### config.mk
export PLATFORM = sky130hd
export DESIGN_NAME = rr_grant_data_router
export DESIGN_NICKNAME = d
export VERILOG_FILES = /design/src/rtl/rr_grant_data_router.sv
export SDC_FILE = /design/constraint.sdc
export NUM_CORES = 1
export LEC_CHECK = 0
export CAP_MARGIN = 20
export CORE_MARGIN = 5
export CORE_UTILIZATION = 30
export DETAILED_ROUTE_END_ITERATION = 10
export GPL_TIMING_DRIVEN = 0
export PLACE_DENSITY = 0.54
export SLEW_MARGIN = 15
export SYNTH_ARGS = -nofsm -noshare
export SYNTH_HDL_FRONTEND = slang
export SYNTH_SLANG_ARGS = --single-unit
### constraint.sdc
create_clock -name clk -period 11.3 [get_ports clk]
set_input_delay 2.26 -clock clk [delete_from_list [all_inputs] [get_ports clk]]
set_output_delay 2.26 -clock clk [all_outputs]
set_load 0.1 [all_outputs]
### src/rtl/rr_grant_data_router.sv
// Routes the granted requester's payload into a 2-entry output FIFO, tagging each word
// with its source and beat-within-tenure, and returns a one-cycle ACK per captured word.
module rr_grant_data_router #(
    parameter int DATA_W = 8
) (
    input  logic              clk,
    input  logic              rst,
    input  logic [3:0]        GNT,
    input  logic [DATA_W-1:0] REQ_DATA0,
    input  logic [DATA_W-1:0] REQ_DATA1,
    input  logic [DATA_W-1:0] REQ_DATA2,
    input  logic [DATA_W-1:0] REQ_DATA3,
    output logic [3:0]        ACK,
    output logic              out_valid,
    input  logic              out_ready,
    output logic [DATA_W-1:0] out_data,
    output logic [1:0]        out_src,
    output logic [1:0]        out_beat,
    output logic [1:0]        fifo_level,
    output logic              gnt_err
);

    logic [DATA_W-1:0] req_data [4];
    assign req_data[0] = REQ_DATA0;
    assign req_data[1] = REQ_DATA1;
    assign req_data[2] = REQ_DATA2;
    assign req_data[3] = REQ_DATA3;

    logic [2:0] gnt_count;
    logic [1:0] src;
    logic       gnt_ok;
    logic       gnt_multi;

    always_comb begin
        gnt_count = '0;
        src       = '0;
        for (int i = 0; i < 4; i++) begin
            if (GNT[i]) begin
                gnt_count = gnt_count + 3'd1;
                src       = 2'(i);
            end
        end
    end

    assign gnt_ok    = (gnt_count == 3'd1);
    assign gnt_multi = (gnt_count >= 3'd2);

    logic [DATA_W-1:0] mem_data_reg [2];
    logic [1:0]        mem_src_reg  [2];
    logic [1:0]        mem_beat_reg [2];
    logic              rd_ptr_reg;
    logic              wr_ptr_reg;
    logic [1:0]        level_reg;
    logic [3:0]        ack_reg;
    logic              err_reg;
    logic [1:0]        last_src_reg;
    logic [1:0]        last_beat_reg;
    logic              prev_ok_reg;

    logic       pop;
    logic       push;
    logic       restart;
    logic [1:0] beat_next;
    logic [3:0] ack_next;

    assign pop       = (level_reg != 2'd0) && out_ready;
    assign push      = gnt_ok && ((level_reg < 2'd2) || pop);
    // A tenure continues only across back-to-back valid grants to the same source.
    assign restart   = !prev_ok_reg || (src != last_src_reg);
    assign beat_next = restart ? 2'd0 : last_beat_reg + 2'd1;

    for (genvar gi = 0; gi < 4; gi++) begin : g_ack
        assign ack_next[gi] = push && (src == 2'(gi));
    end

    always_ff @(posedge clk) begin
        if (rst) begin
            for (int i = 0; i < 2; i++) begin
                mem_data_reg[i] <= '0;
                mem_src_reg[i]  <= '0;
                mem_beat_reg[i] <= '0;
            end
            rd_ptr_reg    <= 1'b0;
            wr_ptr_reg    <= 1'b0;
            level_reg     <= 2'd0;
            ack_reg       <= 4'b0000;
            err_reg       <= 1'b0;
            last_src_reg  <= 2'd0;
            last_beat_reg <= 2'd0;
            prev_ok_reg   <= 1'b0;
        end else begin
            if (push) begin
                mem_data_reg[wr_ptr_reg] <= req_data[src];
                mem_src_reg[wr_ptr_reg]  <= src;
                mem_beat_reg[wr_ptr_reg] <= beat_next;
                wr_ptr_reg               <= ~wr_ptr_reg;
                last_beat_reg            <= beat_next;
            end
            if (pop) begin
                rd_ptr_reg <= ~rd_ptr_reg;
            end
            case ({push, pop})
                2'b10:   level_reg <= level_reg + 2'd1;
                2'b01:   level_reg <= level_reg - 2'd1;
                default: level_reg <= level_reg;
            endcase
            ack_reg <= ack_next;
            if (gnt_ok) begin
                last_src_reg <= src;
            end
            prev_ok_reg <= gnt_ok;
            if (gnt_multi) begin
                err_reg <= 1'b1;
            end
        end
    end

    assign out_valid  = (level_reg != 2'd0);
    assign out_data   = mem_data_reg[rd_ptr_reg];
    assign out_src    = mem_src_reg[rd_ptr_reg];
    assign out_beat   = mem_beat_reg[rd_ptr_reg];
    assign fifo_level = level_reg;
    assign ACK        = ack_reg;
    assign gnt_err    = err_reg;

endmodule

Word-level counts from Yosys, hierarchy flattened
Memory sizes are Yosys's and may differ from the RTL's. A register that Yosys moved wholly into a read port is not among the register bits.
Index checks and enable logic that the tools add are counted.
{ "classes": {"addsub": 6, "n_lt_le_gt_ge": 3, "eq_ne": 7, "n_mux": 32, "bitwise": 3, "reduce_logical": 15} }
{ "op_table": {"columns": ["operator", "n"], "rows": [
  ["8-bit 2-to-1 mux", 3],
  ["1-bit 2-to-1 mux", 19],
  ["8-bit binary-select mux with 2-bit select", 1],
  ["2-bit 2-to-1 mux", 5],
  ["3-bit by 1-bit adder with 3-bit output, second input constant", 3],
  ["3-bit 2-to-1 mux", 3],
  ["8-bit OR reduction", 1],
  ["2-bit equality test, second input constant", 3],
  ["1-bit logical AND", 6],
  ["2-bit by 1-bit adder with 2-bit output, second input constant", 2],
  ["2-bit by 1-bit equality test with 1-bit output, second input constant", 2],
  ["2-bit case mux with 2 select lines", 1],
  ["2-bit nonzero test", 2],
  ["2-bit OR reduction", 2],
  ["3-bit by 1-bit equality test with 1-bit output, second input constant", 1],
  ["3-bit by 2-bit greater-or-equal comparator with 1-bit output, second input constant", 1],
  ["3-bit greater-or-equal comparator, second input constant", 1],
  ["2-bit inverter with 3-bit output", 1],
  ["2-bit zero test", 1],
  ["1-bit logical OR", 2],
  ["2-bit less-than comparator, second input constant", 1],
  ["2-bit != test", 1],
  ["1-bit inverter", 2],
  ["2-bit by 1-bit subtractor with 2-bit output, second input constant", 1],
  ["1-bit zero test", 1]
]} }
{ "word_totals": {"ff_bits": 14, "mem_bits_rw": 24, "input_bits": 39, "output_inout_bits": 20, "wordCells": 77, "n_memories": 3} }
{ "mem_list": {"columns": ["name", "depth", "width", "rd", "rd_ports_with_merged_regs", "wr", "line", "source"], "rows": [
  ["mem_data_reg", 2, 8, 1, 1, 2, "48", "logic [DATA_W-1:0] mem_data_reg [2];"],
  ["mem_beat_reg", 2, 2, 1, 1, 2, "50", "logic [1:0] mem_beat_reg [2];"],
  ["mem_src_reg", 2, 2, 1, 1, 2, "49", "logic [1:0] mem_src_reg [2];"]
]} }

Longest topological paths before layout
Gate-level depths: netlist of run 1.
{ "depth": {"depth_word": 14, "ltp_mapped": 11, "ltp_nobuf": 10} }

Worst setup path before layout of run 1
Ideal clock, no wire load.
{ "synth_path": {"path_type": "input -> register", "start": "input GNT[1]", "end": "memory mem_beat_reg[0][0], enable pin", "setup_time_ns": 0.398, "t_arrival_ns": 4.968, "required_time_ns": 10.902, "slack_ns": 5.934, "cell_stages": 8, "n_path_buf": 1, "cell_sequence": "buf_1 > inv_1 > ha_1 > and2_1 > mux2_2 > nor4_4 > nand2_2 > o21ai_0"} }
{ "synth_rtl": {"columns": ["item", "line", "source"], "rows": [
  ["start, declared", "8", "input logic [3:0] GNT,"],
  ["end, declared", "50", null]
]} }

==> flow_summary.toml, run 1 <==
[logic_synthesis]
synth_area_leader_cell = "edfxtp_1"
yosys-top-cells-count = "32 x nor2_1, 24 x edfxtp_1, 18 x mux2i_1"
synth_ff_type = "edfxtp_1"
post-synth-top-count-cell = "nor2_1"
async_reset_ff_share_pct = 0
ys_seq_area_share_pct = 51.2
yosys_warnings = 0
yosys_register_bits = 39
syn_area_per_cell_sq_um = 10.9
synth.top_cell.area_share_pct = 36.1
syn_inst = 183
synth_edf_count = 24
ys_types = 35
syn_area_sq_um = 2000
ys_top_cells_by_area = "edfxtp_1 36%, dfxtp_1 15%, mux2i_1 9.0%"
syn_nets = 227

[grt]
grt.overflow.total = 0
grt_max_degree = 13
antenna_found_initial = 0
grt_pass1_vias = 1450
grt_usage_pct = 11.0
grt_pass1_wl_um = 7270

[pwr]
ir_worst_vdd_mv = 0.0485
power.density_nw_per_um2 = 195
p_leak_nw = 1.08
power_mw = 0.543

[detailed_routing]
vias_per_cell = 4.58
firstDrtPassIters = 4
drc = 0
vias = 1494
drt_iter0_drc = 46
wl_um = 4490
final_antenna_net_count = 0
wl_per_cell_um = 13.8

[critical_path]
r2r.worst_path.cells = 4
crit_required_ps = 11230
cp_cell_sequence = "clkdlybuf4s50_1 > buf_1 > inv_1 > ha_1 > and2_1 > mux2_2 > nor4_4 > nand3_1 > buf_2 > nand2_1"
path_buf_inv = 4
slowest_stage = "clkdlybuf4s50_1"
critPathArrivalTime_ps = 5720
cp_top_family = "buffers and inverters"
cp_max_fo = 12
rrSetupSlack_ps = 9550
rr_startpoint = "wr_ptr_reg"
critical_path_class = "in2reg"
start_kind = "input port"
r2r-end = "mem_data_reg[1][2]"
critPathMaxStageDelay_ps = 580
cp-end-kind = "register"

[floorplan]
ios = 59
rows = 29
core_area_sq_um = 6420
die_x_um = 91.6
die_area_sq_um = 8380
floorplan.initialDensity_pct = 31.1
die-height_um = 91.6

[min_path]
hp-class = "reg2reg"
hp-start = "last_beat_reg[0]"
hold-path-endpoint = "last_beat_reg[0]"
min_delay_path_depth = 2

[timing]
fmax_ghz = 0.173
tightest_slew_ps = 983
hold_viol = 0
post-route-min-period_ps = 5800
setup_viol = 0
fin_skew_ps = 3.42
period_share_pct = 51.3
slew_headroom_pct = 34.3
fin_tns_setup_ps = 0
grt_setup_unrepaired = "no"
slew_violations = 0

[clock_tree]
numCtsBuffers = 5
root_buffer = "clkbuf_8"
clk_latency_ps = 280
cts_sinks = 39
post_cts_buffers = 0
path_clk_slew_ps = 70
clock_path_buffers = 2
cts_tree = "yes"
h-tree-depth = 2
ctsHoldBuffers = 0
cts_resized = 0

[layout]
drive_above_1_share_pct = 13.3
multi_input_area_sq_um = 917
design_area_sq_um = 2780
area_growth_pct = 39.4
fin_nets = 292
seq_area_sq_um = 1020
antenna_cells_inserted = 0
fill_cells = 620
largest_register_ffs = 16

[flow_run]
timing.max_cap.violations = 0

[placement]
place_area_sq_um = 2670
portBuffers = 57
hpwl_um = 3460
place.gp.congestion = 0.712

[status]
status = "completed"
[worst reg2reg max path, cell delays in order (launching register included)]
cell and delay (ps):
dfxtp_1 350, nor2b_1 180, nand3_1 170, buf_2 260, nand2_1 430
[per-stage QoR]
| step | hold WS, ps | utilization, % | setup WS (ps) | cells |
|---|---|---|---|---|
| final | 502 | 43.3 | 5500 | 326 |
| after floorplan | 466 | - | 5930 | 183 |
| after global routing | 538 | 43.3 | 5190 | 326 |
| after global placement | 488 | 41.5 | 4370 | 317 |
| after CTS | 506 | 43.3 | 5470 | 326 |
| after detailed placement | 496 | 41.6 | 5170 | 318 |
[layer usage]
metal  up-vias  global-route usage, %  wire, um
li1        775                      -         -
met5         -                      0         0
met2        35                   17.8      2070
met4         0                   4.52        78
met3         6                   2.64       244
met1       678                   14.1      2090
[worst max-delay path by stage]
| stage | from | end | slack, ps | cells past startpoint |
|---|---|---|---|---|
| 4_1_cts | GNT[1] | mem_beat_reg[1][0] | 5470 | 10 |
| 6_report | GNT[1] | mem_data_reg[1][2] | 5500 | 10 |
| 5_1_grt | GNT[1] | mem_data_reg[1][2] | 5190 | 10 |
| 3_3_place_gp | GNT[1] | mem_data_reg[0][5] | 4370 | 9 |
| 2_1_floorplan | GNT[1] | mem_beat_reg[0][0] | 5930 | 8 |
| 3_5_place_dp | GNT[1] | mem_data_reg[1][5] | 5170 | 10 |
[logic make-up after synthesis]
group | share of synthesized area (%)
muxes | 16.9
DFF | 51.2
buffers and inverters | 2.88
AOI/OAI and AO/OA | 5.83
adders and majority gates | 3.13
and+or+nand+nor | 17.0
xor gates and xnor gates | 3.07
[power breakdown]
part           switching, mW  internal (mW)  total, mW
combinational          0.179         0.0761      0.256
clock                 0.0456         0.0646      0.110
sequential           0.00815          0.169      0.177
[final cells by class]
| class | count | area share [%] |
|---|---|---|
| plain buffers | 9 | 1.39 |
| clock buffers | 5 | 2.47 |
| clock inverters | 3 | 1.39 |
| inverters | 5 | 0.675 |
| multi-input cells | 130 | 33.0 |
| flip-flops and latches | 39 | 36.7 |
| well taps | 77 | 3.46 |
| repair buffers | 58 | 20.9 |
[cell usage in the layout, fill, tap and decap left out, types with 2 or more instances in the layout]
cell / instances
edfxtp_1: 24
clkdlybuf4s50_1: 57
a21oi_1: 3
inv_1: 5
nor2b_1: 3
buf_2: 4
clkbuf_8: 5
ha_1: 5
nor3b_1: 2
dfxtp_1: 15
nand2_1: 11
xnor2_1: 4
and2_1: 3
o21ai_0: 9
mux2_2: 14
nor4_1: 3
a211oi_1: 3
nand3_1: 2
clkbuf_1: 3
buf_1: 2
mux2i_1: 18
nor2_1: 32
xor2_1: 3
Power figures use the tool's default switching activity.
==> inputs of run 2 (changes only) <==
==> constraint.sdc (replaced) <==
create_clock -name clk -period 5.37 [get_ports clk]
set_input_delay 1.074 -clock clk [delete_from_list [all_inputs] [get_ports clk]]
set_output_delay 1.074 -clock clk [all_outputs]
set_load 0.1 [all_outputs]
==> results of run 2 <==
The final DEF is identical to that of run 1. Status: completed.
Main changes from that run: setup slack after placement 5170 ps -> 424 ps; setup slack after layout 5500 ps -> 759 ps; register-to-register setup slack 9550 ps -> 3620 ps; total power 0.543 mW -> 1.14 mW; worst IR drop on VDD 0.0485 mV -> 0.102 mV
